--- src/rtl/fpu_share_arbiter.sv ---
// Time-shares one fpu_double between two requesters: grant, issue, wait for ready, capture, flush-reset.
// Optional WAIT watchdog enabled by defining FPU_ARB_TIMEOUT_EN (qNaN result plus err flag on expiry).
module fpu_share_arbiter #(
  parameter int RST_CYCLES = 2,
  parameter int TIMEOUT    = 255
) (
  input  logic        clk,
  input  logic        reset,
  input  logic        req0,
  input  logic        req1,
  input  logic [2:0]  op0,
  input  logic [2:0]  op1,
  input  logic [1:0]  rmode0,
  input  logic [1:0]  rmode1,
  input  logic [63:0] opa0,
  input  logic [63:0] opb0,
  input  logic [63:0] opa1,
  input  logic [63:0] opb1,
  output logic        done0,
  output logic        done1,
  output logic [63:0] res0,
  output logic [63:0] res1,
  output logic        err0,
  output logic        err1,
  output logic        busy,
  output logic        fpu_rst,
  output logic        fpu_enable,
  output logic [2:0]  fpu_op,
  output logic [1:0]  fpu_rmode,
  output logic [63:0] fpu_opa,
  output logic [63:0] fpu_opb,
  input  logic [63:0] fpu_out,
  input  logic        fpu_ready
);

  typedef enum logic [1:0] {IDLE, ISSUE, WAIT, FLUSH} state_t;

  localparam logic [3:0]  FLUSH_LAST = 4'(RST_CYCLES - 1);
  localparam logic [63:0] QNAN       = 64'h7FF8000000000000;

  state_t      state, state_d;
  logic        sel, sel_d, last, last_d, grant;
  logic [3:0]  flush_cnt, flush_cnt_d;
  logic        tmo_hit;
  logic        done0_d, done1_d, err0_d, err1_d;
  logic [63:0] res0_d, res1_d, fpu_opa_d, fpu_opb_d;
  logic [2:0]  fpu_op_d;
  logic [1:0]  fpu_rmode_d;
  logic        fpu_rst_d, fpu_enable_d, busy_d;

`ifdef FPU_ARB_TIMEOUT_EN
  localparam logic [7:0] TMO_LAST = 8'(TIMEOUT - 1);
  logic [7:0] tmo_cnt, tmo_cnt_d;

  always_ff @(posedge clk) begin
    if (reset) tmo_cnt <= '0;
    else       tmo_cnt <= tmo_cnt_d;
  end

  always_comb begin
    tmo_cnt_d = tmo_cnt;
    if (state == ISSUE)     tmo_cnt_d = '0;
    else if (state == WAIT) tmo_cnt_d = tmo_cnt + 8'd1;
  end

  assign tmo_hit = (state == WAIT) && !fpu_ready && (tmo_cnt == TMO_LAST);
`else
  assign tmo_hit = 1'b0;
`endif

  always_comb begin
    state_d     = state;
    sel_d       = sel;
    last_d      = last;
    flush_cnt_d = flush_cnt;
    grant       = 1'b0;
    fpu_op_d    = fpu_op;
    fpu_rmode_d = fpu_rmode;
    fpu_opa_d   = fpu_opa;
    fpu_opb_d   = fpu_opb;
    res0_d      = res0;
    res1_d      = res1;
    err0_d      = err0;
    err1_d      = err1;
    done0_d     = 1'b0;
    done1_d     = 1'b0;
    case (state)
      IDLE: begin
        if (req0 || req1) begin
          // On a tie the requester not served last wins; a lone request always wins
          grant       = (req0 && req1) ? ~last : req1;
          sel_d       = grant;
          fpu_op_d    = grant ? op1    : op0;
          fpu_rmode_d = grant ? rmode1 : rmode0;
          fpu_opa_d   = grant ? opa1   : opa0;
          fpu_opb_d   = grant ? opb1   : opb0;
          state_d     = ISSUE;
        end
      end
      ISSUE: state_d = WAIT;
      WAIT: begin
        if (fpu_ready || tmo_hit) begin
          if (sel) begin
            res1_d  = fpu_ready ? fpu_out : QNAN;
            err1_d  = !fpu_ready;
            done1_d = 1'b1;
          end else begin
            res0_d  = fpu_ready ? fpu_out : QNAN;
            err0_d  = !fpu_ready;
            done0_d = 1'b1;
          end
          last_d      = sel;
          flush_cnt_d = '0;
          state_d     = FLUSH;
        end
      end
      FLUSH: begin
        if (flush_cnt == FLUSH_LAST) state_d = IDLE;
        else                         flush_cnt_d = flush_cnt + 4'd1;
      end
      default: state_d = IDLE;
    endcase
    fpu_rst_d    = (state_d == IDLE) || (state_d == FLUSH);
    fpu_enable_d = !fpu_rst_d;
    busy_d       = (state_d != IDLE);
  end

  always_ff @(posedge clk) begin
    if (reset) begin
      state      <= IDLE;
      sel        <= 1'b0;
      last       <= 1'b1;
      flush_cnt  <= '0;
      fpu_rst    <= 1'b1;
      fpu_enable <= 1'b0;
      busy       <= 1'b0;
      fpu_op     <= '0;
      fpu_rmode  <= '0;
      fpu_opa    <= '0;
      fpu_opb    <= '0;
      res0       <= '0;
      res1       <= '0;
      err0       <= 1'b0;
      err1       <= 1'b0;
      done0      <= 1'b0;
      done1      <= 1'b0;
    end else begin
      state      <= state_d;
      sel        <= sel_d;
      last       <= last_d;
      flush_cnt  <= flush_cnt_d;
      fpu_rst    <= fpu_rst_d;
      fpu_enable <= fpu_enable_d;
      busy       <= busy_d;
      fpu_op     <= fpu_op_d;
      fpu_rmode  <= fpu_rmode_d;
      fpu_opa    <= fpu_opa_d;
      fpu_opb    <= fpu_opb_d;
      res0       <= res0_d;
      res1       <= res1_d;
      err0       <= err0_d;
      err1       <= err1_d;
      done0      <= done0_d;
      done1      <= done1_d;
    end
  end

endmodule
--- config.mk ---
export PLATFORM = sky130hd
export DESIGN_NAME = fpu_share_arbiter
export DESIGN_NICKNAME = d
export VERILOG_FILES = /design/src/rtl/fpu_share_arbiter.sv
export SDC_FILE = /design/constraint.sdc
export NUM_CORES = 1
export LEC_CHECK = 0
export BUFFER_PORTS_ARGS = -buffer_cell sky130_fd_sc_hd__buf_2
export CAP_MARGIN = 10
export CORE_AREA = 5 5 230 232
export DETAILED_ROUTE_END_ITERATION = 7
export DIE_AREA = 0 0 235 237
export GPL_ROUTABILITY_DRIVEN = 1
export GPL_TIMING_DRIVEN = 0
export PLACE_DENSITY = 0.44
export SKIP_LAST_GASP = 1
export SYNTH_ARGS = -nofsm -noshare
export SYNTH_HDL_FRONTEND = slang
export SYNTH_SLANG_ARGS = --single-unit
--- constraint.sdc ---
create_clock -name clk -period 2.5 [get_ports clk]
set_input_delay 0.125 -clock clk [delete_from_list [all_inputs] [get_ports clk]]
set_output_delay 0.125 -clock clk [all_outputs]
set_load 0.005 [all_outputs]
# Word level (Yosys, flattened, before mapping)
# Index checks and enable logic that the tools add are counted.
# classes
n_reduce_logical,15
bitwise,4
addsub,1
eq_ne,7
mux,14
# ops
operator,count
$mux W64,2
$reduce_and A3 Y1,3
$mux W2,4
$mux W4,2
$pmux W2 S4,1
$pmux W4 S2,1
$eq A2 B2 Y1 const B,3
$add A4 B1 Y4 const B,1
$eq A4 B1 Y1 const B,1
$logic_not A2 Y1,2
$ne A2 B2 Y1 const B,2
$not A1 Y1,4
$reduce_and A2 Y1,2
$reduce_bool A2 Y1,2
$mux W1,3
$mux W3,1
$reduce_or A3 Y1,1
$eq A2 B1 Y1 const B,1
$logic_not A1 Y1,2
$logic_or A1 B1 Y1,2
$logic_and A1 B1 Y1,1
# word_totals
out_inout_bits,268
in_bits,335
ff_bits,276
word_cells,58

# Logic depth before layout (Yosys ltp)
# depth
word_depth,6
depth_mapped,8
ltp_nobuf,7

# Worst setup path before layout
# OpenSTA, ideal clock, no wires.
# synth_path
path_type,reg-to-reg
from,reg flush_cnt[0]
to,reg fpu_enable
synth_period_minus_slack_ns,1.830
setup_ns,0.132
n_path_buf,0
t_arrival_ns,1.698
t_required_ns,2.368
path_stages_with_launch,6
setup_slack_ns,0.670
cell_sequence,dfxtp_1 -> ha_1 -> nor4bb_1 -> a2bb2oi_1 -> ha_1 -> nor2b_1
# synth_between
elab_chain_cells,6
elab_cells_between_ends,7
classes_between,eq/ne: 2; mux: 2; reduce/logical: 3
# synth_rtl
element,line,text
start: declaration,43,"logic [3:0] flush_cnt, flush_cnt_d;"
start signal: assignment,151,flush_cnt <= flush_cnt_d;
$eq A4 B1 Y1 *,118,if (flush_cnt == FLUSH_LAST) state_d = IDLE;
$mux W2 *,118,
$pmux W2 S4 *,87,case (state)
$eq A2 B2 Y1 / $logic_not A2 Y1 (equally long branches),123,fpu_rst_d = (state_d == IDLE) || (state_d == FLUSH);
$logic_or A1 B1 Y1 *,123,
$logic_not A1 Y1 *,124,fpu_enable_d = !fpu_rst_d;
via fpu_enable_d,49,"logic fpu_rst_d, fpu_enable_d, busy_d;"
end signal: assignment,153,fpu_enable <= fpu_enable_d;
end: declaration,27,"output logic fpu_enable,"
# Mark *: on every way through the listed nets, which the timed path passes. The rest lies on a longest branch.
# A chain may end at the register's enable or synchronous reset.

# Final worst setup path
# Ends and elaborated chain as after synthesis.

==> results.ini <==
[clock_network]
htree_num_levels=2
cts_made_buffers=35
cts.clk_slew.worst_paths_ns=0.06
clk-insertion-delay-late_ns=0.53
cts_buffer_depth=3
numClockSinks=276
clockRootBuffer=sky130_fd_sc_hd__clkbuf_16
clock_tree_from_tritoncts=yes
post-cts-setup-buffers=0

[timing]
worst_pin_slew_ns=1.10
layout_worst_path_cycle_share_pct=93.7
relSlewSlack_pct=25.9
grt_setup_unrepaired=true
finalSetupViolations=0
timing.final.hold_violations=0
fin_worst_hold_slack_ns=0.257
fmax_mhz=427
maxSlewViolCount=0
period_minus_slack_ns=2.34
final_clock_skew_ns=0.0157

[floorplanning]
ios=603
die-width_um=235
die_area_sq_mm=0.0557
initial_utilization_pct=21.8
number_of_placement_rows=83
core_region_area_sq_mm=0.0508
die-height_um=237

[routing]
drc_errors=0
detailroute.via_count=13295
route.antenna.remaining_nets=0
viasPerCell=4.55
drt-initial-drc-count=636
detail_route.first_pass.iterations=5
detail_routed_net_length_per_standard_cell_um=18.9
drt_wl_total_mm=55.1

[setup_path]
cpMaxStageDelayCell=sky130_fd_sc_hd__nor4bb_1
worstReg2RegEnd=fpu_enable
timing.reg2reg.setup_slack_ns=0.16
timing.critical_path.buf_inv=0
required_time_worst_endpoint_ns=2.86
ordered_list_of_cells_on_the_worst_path=ha_1 -> nor4bb_1 -> a2bb2oi_1 -> ha_1 -> nor2b_1
worstSetupPathDepth=5
crit-reg2reg-launch=flush_cnt[0]
timing.critical_path.fanout_max=8
critical_path.max_stage_delay_ns=0.87
cp.arrival_ns=2.71
cp-start-kind=flip-flop
critical_path.endpoint=fpu_enable
critPathMostFrequentCell=sky130_fd_sc_hd__ha_1
critical_path_class=flip-flop to flip-flop
path_delay_family=simple AND/OR/NAND/NOR gates
end_kind=flip-flop
startpoint=flush_cnt[0]
reg2regPathDepth=5

[power_and_ir_drop]
total_leakage_power_nw=8.76
peakVddDrop_v=0.000362
power_density_mw_per_mm2=666

[yosys]
post_synth_fa_ha_maj_area_fraction_pct=0.339
synth.ff_latch_count=276
synth_xor_area_share_pct=0
synthArstFlopShare_pct=0
synthMuxAreaShare_pct=0
synth.lib_cells_used.distinct=35
post_synth_inst_count=1241
ys.flop_type=sky130_fd_sc_hd__dfxtp_1
complex_gate_fraction_of_the_synthesized_area_pct=29.4
synth-seq-area-share_pct=49.9
largest_family_of_logic_cells_by_synthesized_area=compound AO/OA/AOI/OAI gates
basic_gate_share_of_the_synthesized_area_counting_and_or_nand_and_nor_cells_pct=14.9
mappedNetlistNets=1579
syn-cell-area_sq_mm=0.0111
synth.yosys.warnings=0
number_of_enable_flip_flop_cells_after_synthesis=0
syn_avg_cell_area_sq_um=8.93

[cells_and_area]
layout-drive-gt1-share_pct=34.8
layout-area-overhead-vs-synth_pct=75.5
filler_cell_count=5223
filler_free_cell_count_of_the_finished_design=2920
finalCoreUtilization_pct=38.3
design.final.nets=2549

[placed_design]
place.detailed.instances=2523
port_buffers=602
finalWeightedCongestion=0.868
place.detailed.hpwl_mm=41.2

[grt]
first_global_vias=13981
first_pass_grt_wire_length_mm=83.2
globalRoute.totalOverflow=0
antenna_violations_before_repair=5
grt_usage_pct=18.8
grt_max_degree=13

[worst_hold_path]
worst_hold_class=input pin to flip-flop

[outcome]
outcome=completed

[flow_run]
cap_violations=0

tightest hold or removal path: stages:
cell and delay, ns:
sky130_fd_sc_hd__buf_2 0.09, sky130_fd_sc_hd__buf_2 0.28, sky130_fd_sc_hd__nand2b_1 0.19, sky130_fd_sc_hd__a21oi_1 0.05
what timing repair did:
item	in CTS	in global routing
endpoints found under the setup margin	0	39
hold buffers	331	0
endpoints found under the hold margin	262	0
gates resized for setup	0	10
power by group:
group          switching [W]  total [W]  internal, W  leakage (nW)
registers           0.000206    0.00497      0.00477          2.26
logic                0.00147    0.00284      0.00137          5.93
clock network        0.00202    0.00513      0.00311         0.569
synth_stat cells, types with 3 or more instances:
| cell | n | area share (%) |
|---|---|---|
| sky130_fd_sc_hd__a311oi_2 | 70 | 9.5 |
| sky130_fd_sc_hd__buf_2 | 29 | 1.3 |
| sky130_fd_sc_hd__ha_1 | 3 | 0.34 |
| sky130_fd_sc_hd__buf_1 | 9 | 0.30 |
| sky130_fd_sc_hd__buf_4 | 5 | 0.34 |
| sky130_fd_sc_hd__a22o_1 | 64 | 5.1 |
| sky130_fd_sc_hd__nand2_1 | 398 | 13 |
| sky130_fd_sc_hd__inv_1 | 4 | 0.14 |
| sky130_fd_sc_hd__buf_6 | 9 | 0.91 |
| sky130_fd_sc_hd__dfxtp_1 | 276 | 50 |
| sky130_fd_sc_hd__o21ai_0 | 3 | 0.14 |
| sky130_fd_sc_hd__a311oi_1 | 63 | 5.0 |
| sky130_fd_sc_hd__or4_1 | 3 | 0.20 |
| sky130_fd_sc_hd__a21oi_1 | 202 | 9.1 |
| sky130_fd_sc_hd__nor2_1 | 5 | 0.17 |
| sky130_fd_sc_hd__clkbuf_1 | 76 | 2.6 |
placed cells by master, fill, tap and decap left out, types with 2 or more instances in the layout:
master	count
sky130_fd_sc_hd__clkbuf_2	7
sky130_fd_sc_hd__buf_2	630
sky130_fd_sc_hd__inv_1	4
sky130_fd_sc_hd__clkbuf_16	36
sky130_fd_sc_hd__a311oi_2	70
sky130_fd_sc_hd__ha_1	3
sky130_fd_sc_hd__and2_1	2
sky130_fd_sc_hd__a21oi_1	202
sky130_fd_sc_hd__buf_4	5
sky130_fd_sc_hd__nor3b_1	2
sky130_fd_sc_hd__buf_6	9
sky130_fd_sc_hd__or4_1	3
sky130_fd_sc_hd__a22o_1	64
sky130_fd_sc_hd__clkinv_2	3
sky130_fd_sc_hd__clkbuf_1	84
sky130_fd_sc_hd__nor2_1	5
sky130_fd_sc_hd__a21bo_2	2
sky130_fd_sc_hd__buf_1	4
sky130_fd_sc_hd__clkbuf_8	8
sky130_fd_sc_hd__diode_2	3
sky130_fd_sc_hd__inv_6	2
sky130_fd_sc_hd__nand2_1	398
sky130_fd_sc_hd__o21ai_0	3
sky130_fd_sc_hd__dlygate4sd3_1	331
sky130_fd_sc_hd__bufinv_16	2
sky130_fd_sc_hd__dfxtp_1	276
sky130_fd_sc_hd__a311oi_1	63
flip-flops by register name (all words and copies together), names as in the netlist, 2 cells and up:
| register | cells |
|---|---|
| fpu_rmode | 2 |
| fpu_opa | 64 |
| flush_cnt | 4 |
| res1 | 64 |
| state | 2 |
| res0 | 64 |
| fpu_op | 3 |
| fpu_opb | 64 |
metal layers:
metal / track usage, % / up-vias / routed length, um
met5: 0 / - / 0
met3: 5.87 / 104 / 4230
li1: - / 6377 / -
met4: 6.18 / 0 / 1700
met1: 22.1 / 6250 / 22500
met2: 32.5 / 564 / 26700
per-stage QoR:
step	worst slack, ns	total power [W]	TNS [ns]	instance area (sq um)
after floorplan	0.670	0.00625	0	11100
after global placement	0.0234	0.00741	0	14900
after detailed placement	0.0280	0.00741	0	14900
after CTS	0.0241	0.0131	0	19400
after global routing	-0.0328	0.0136	-0.0328	19400
final	0.158	0.0129	0	19400
cell type report:
| type | count | area (sq um) | area share, % |
|---|---|---|---|
| timing repair buffer | 933 | 6330 | 32.5 |
| sequential | 276 | 5530 | 28.4 |
| multi-input combinational | 833 | 4940 | 25.4 |
| clock buffer | 54 | 1050 | 5.39 |
| tap | 680 | 851 | 4.38 |
| buffer | 128 | 614 | 3.16 |
| clock inverter | 9 | 116 | 0.599 |
| inverter | 4 | 15.0 | 0.0772 |
| antenna | 3 | 7.51 | 0.0386 |
logic make-up (layout without fill, tap and decap cells):
family          after synthesis  count (layout)
other cells                   0               3
fa+ha+maj                     3               3
buf+inv                     132            1128
compound gates              410             410
flops                       276             276
simple gates                420             420
how the worst min path moves through the flow:
stage	startpoint	end	slack, ns	cells past startpoint
after floorplan	fpu_out[0]	res1[0]	0.25	1
after global placement	fpu_out[30]	res1[30]	0.35	2
after detailed placement	fpu_out[38]	res1[38]	0.35	2
after CTS	reset	res1[3]	0.23	4
after global routing	reset	res1[0]	0.26	4
final	reset	flush_cnt[2]	0.26	4
(Power assumes the default switching activity.)
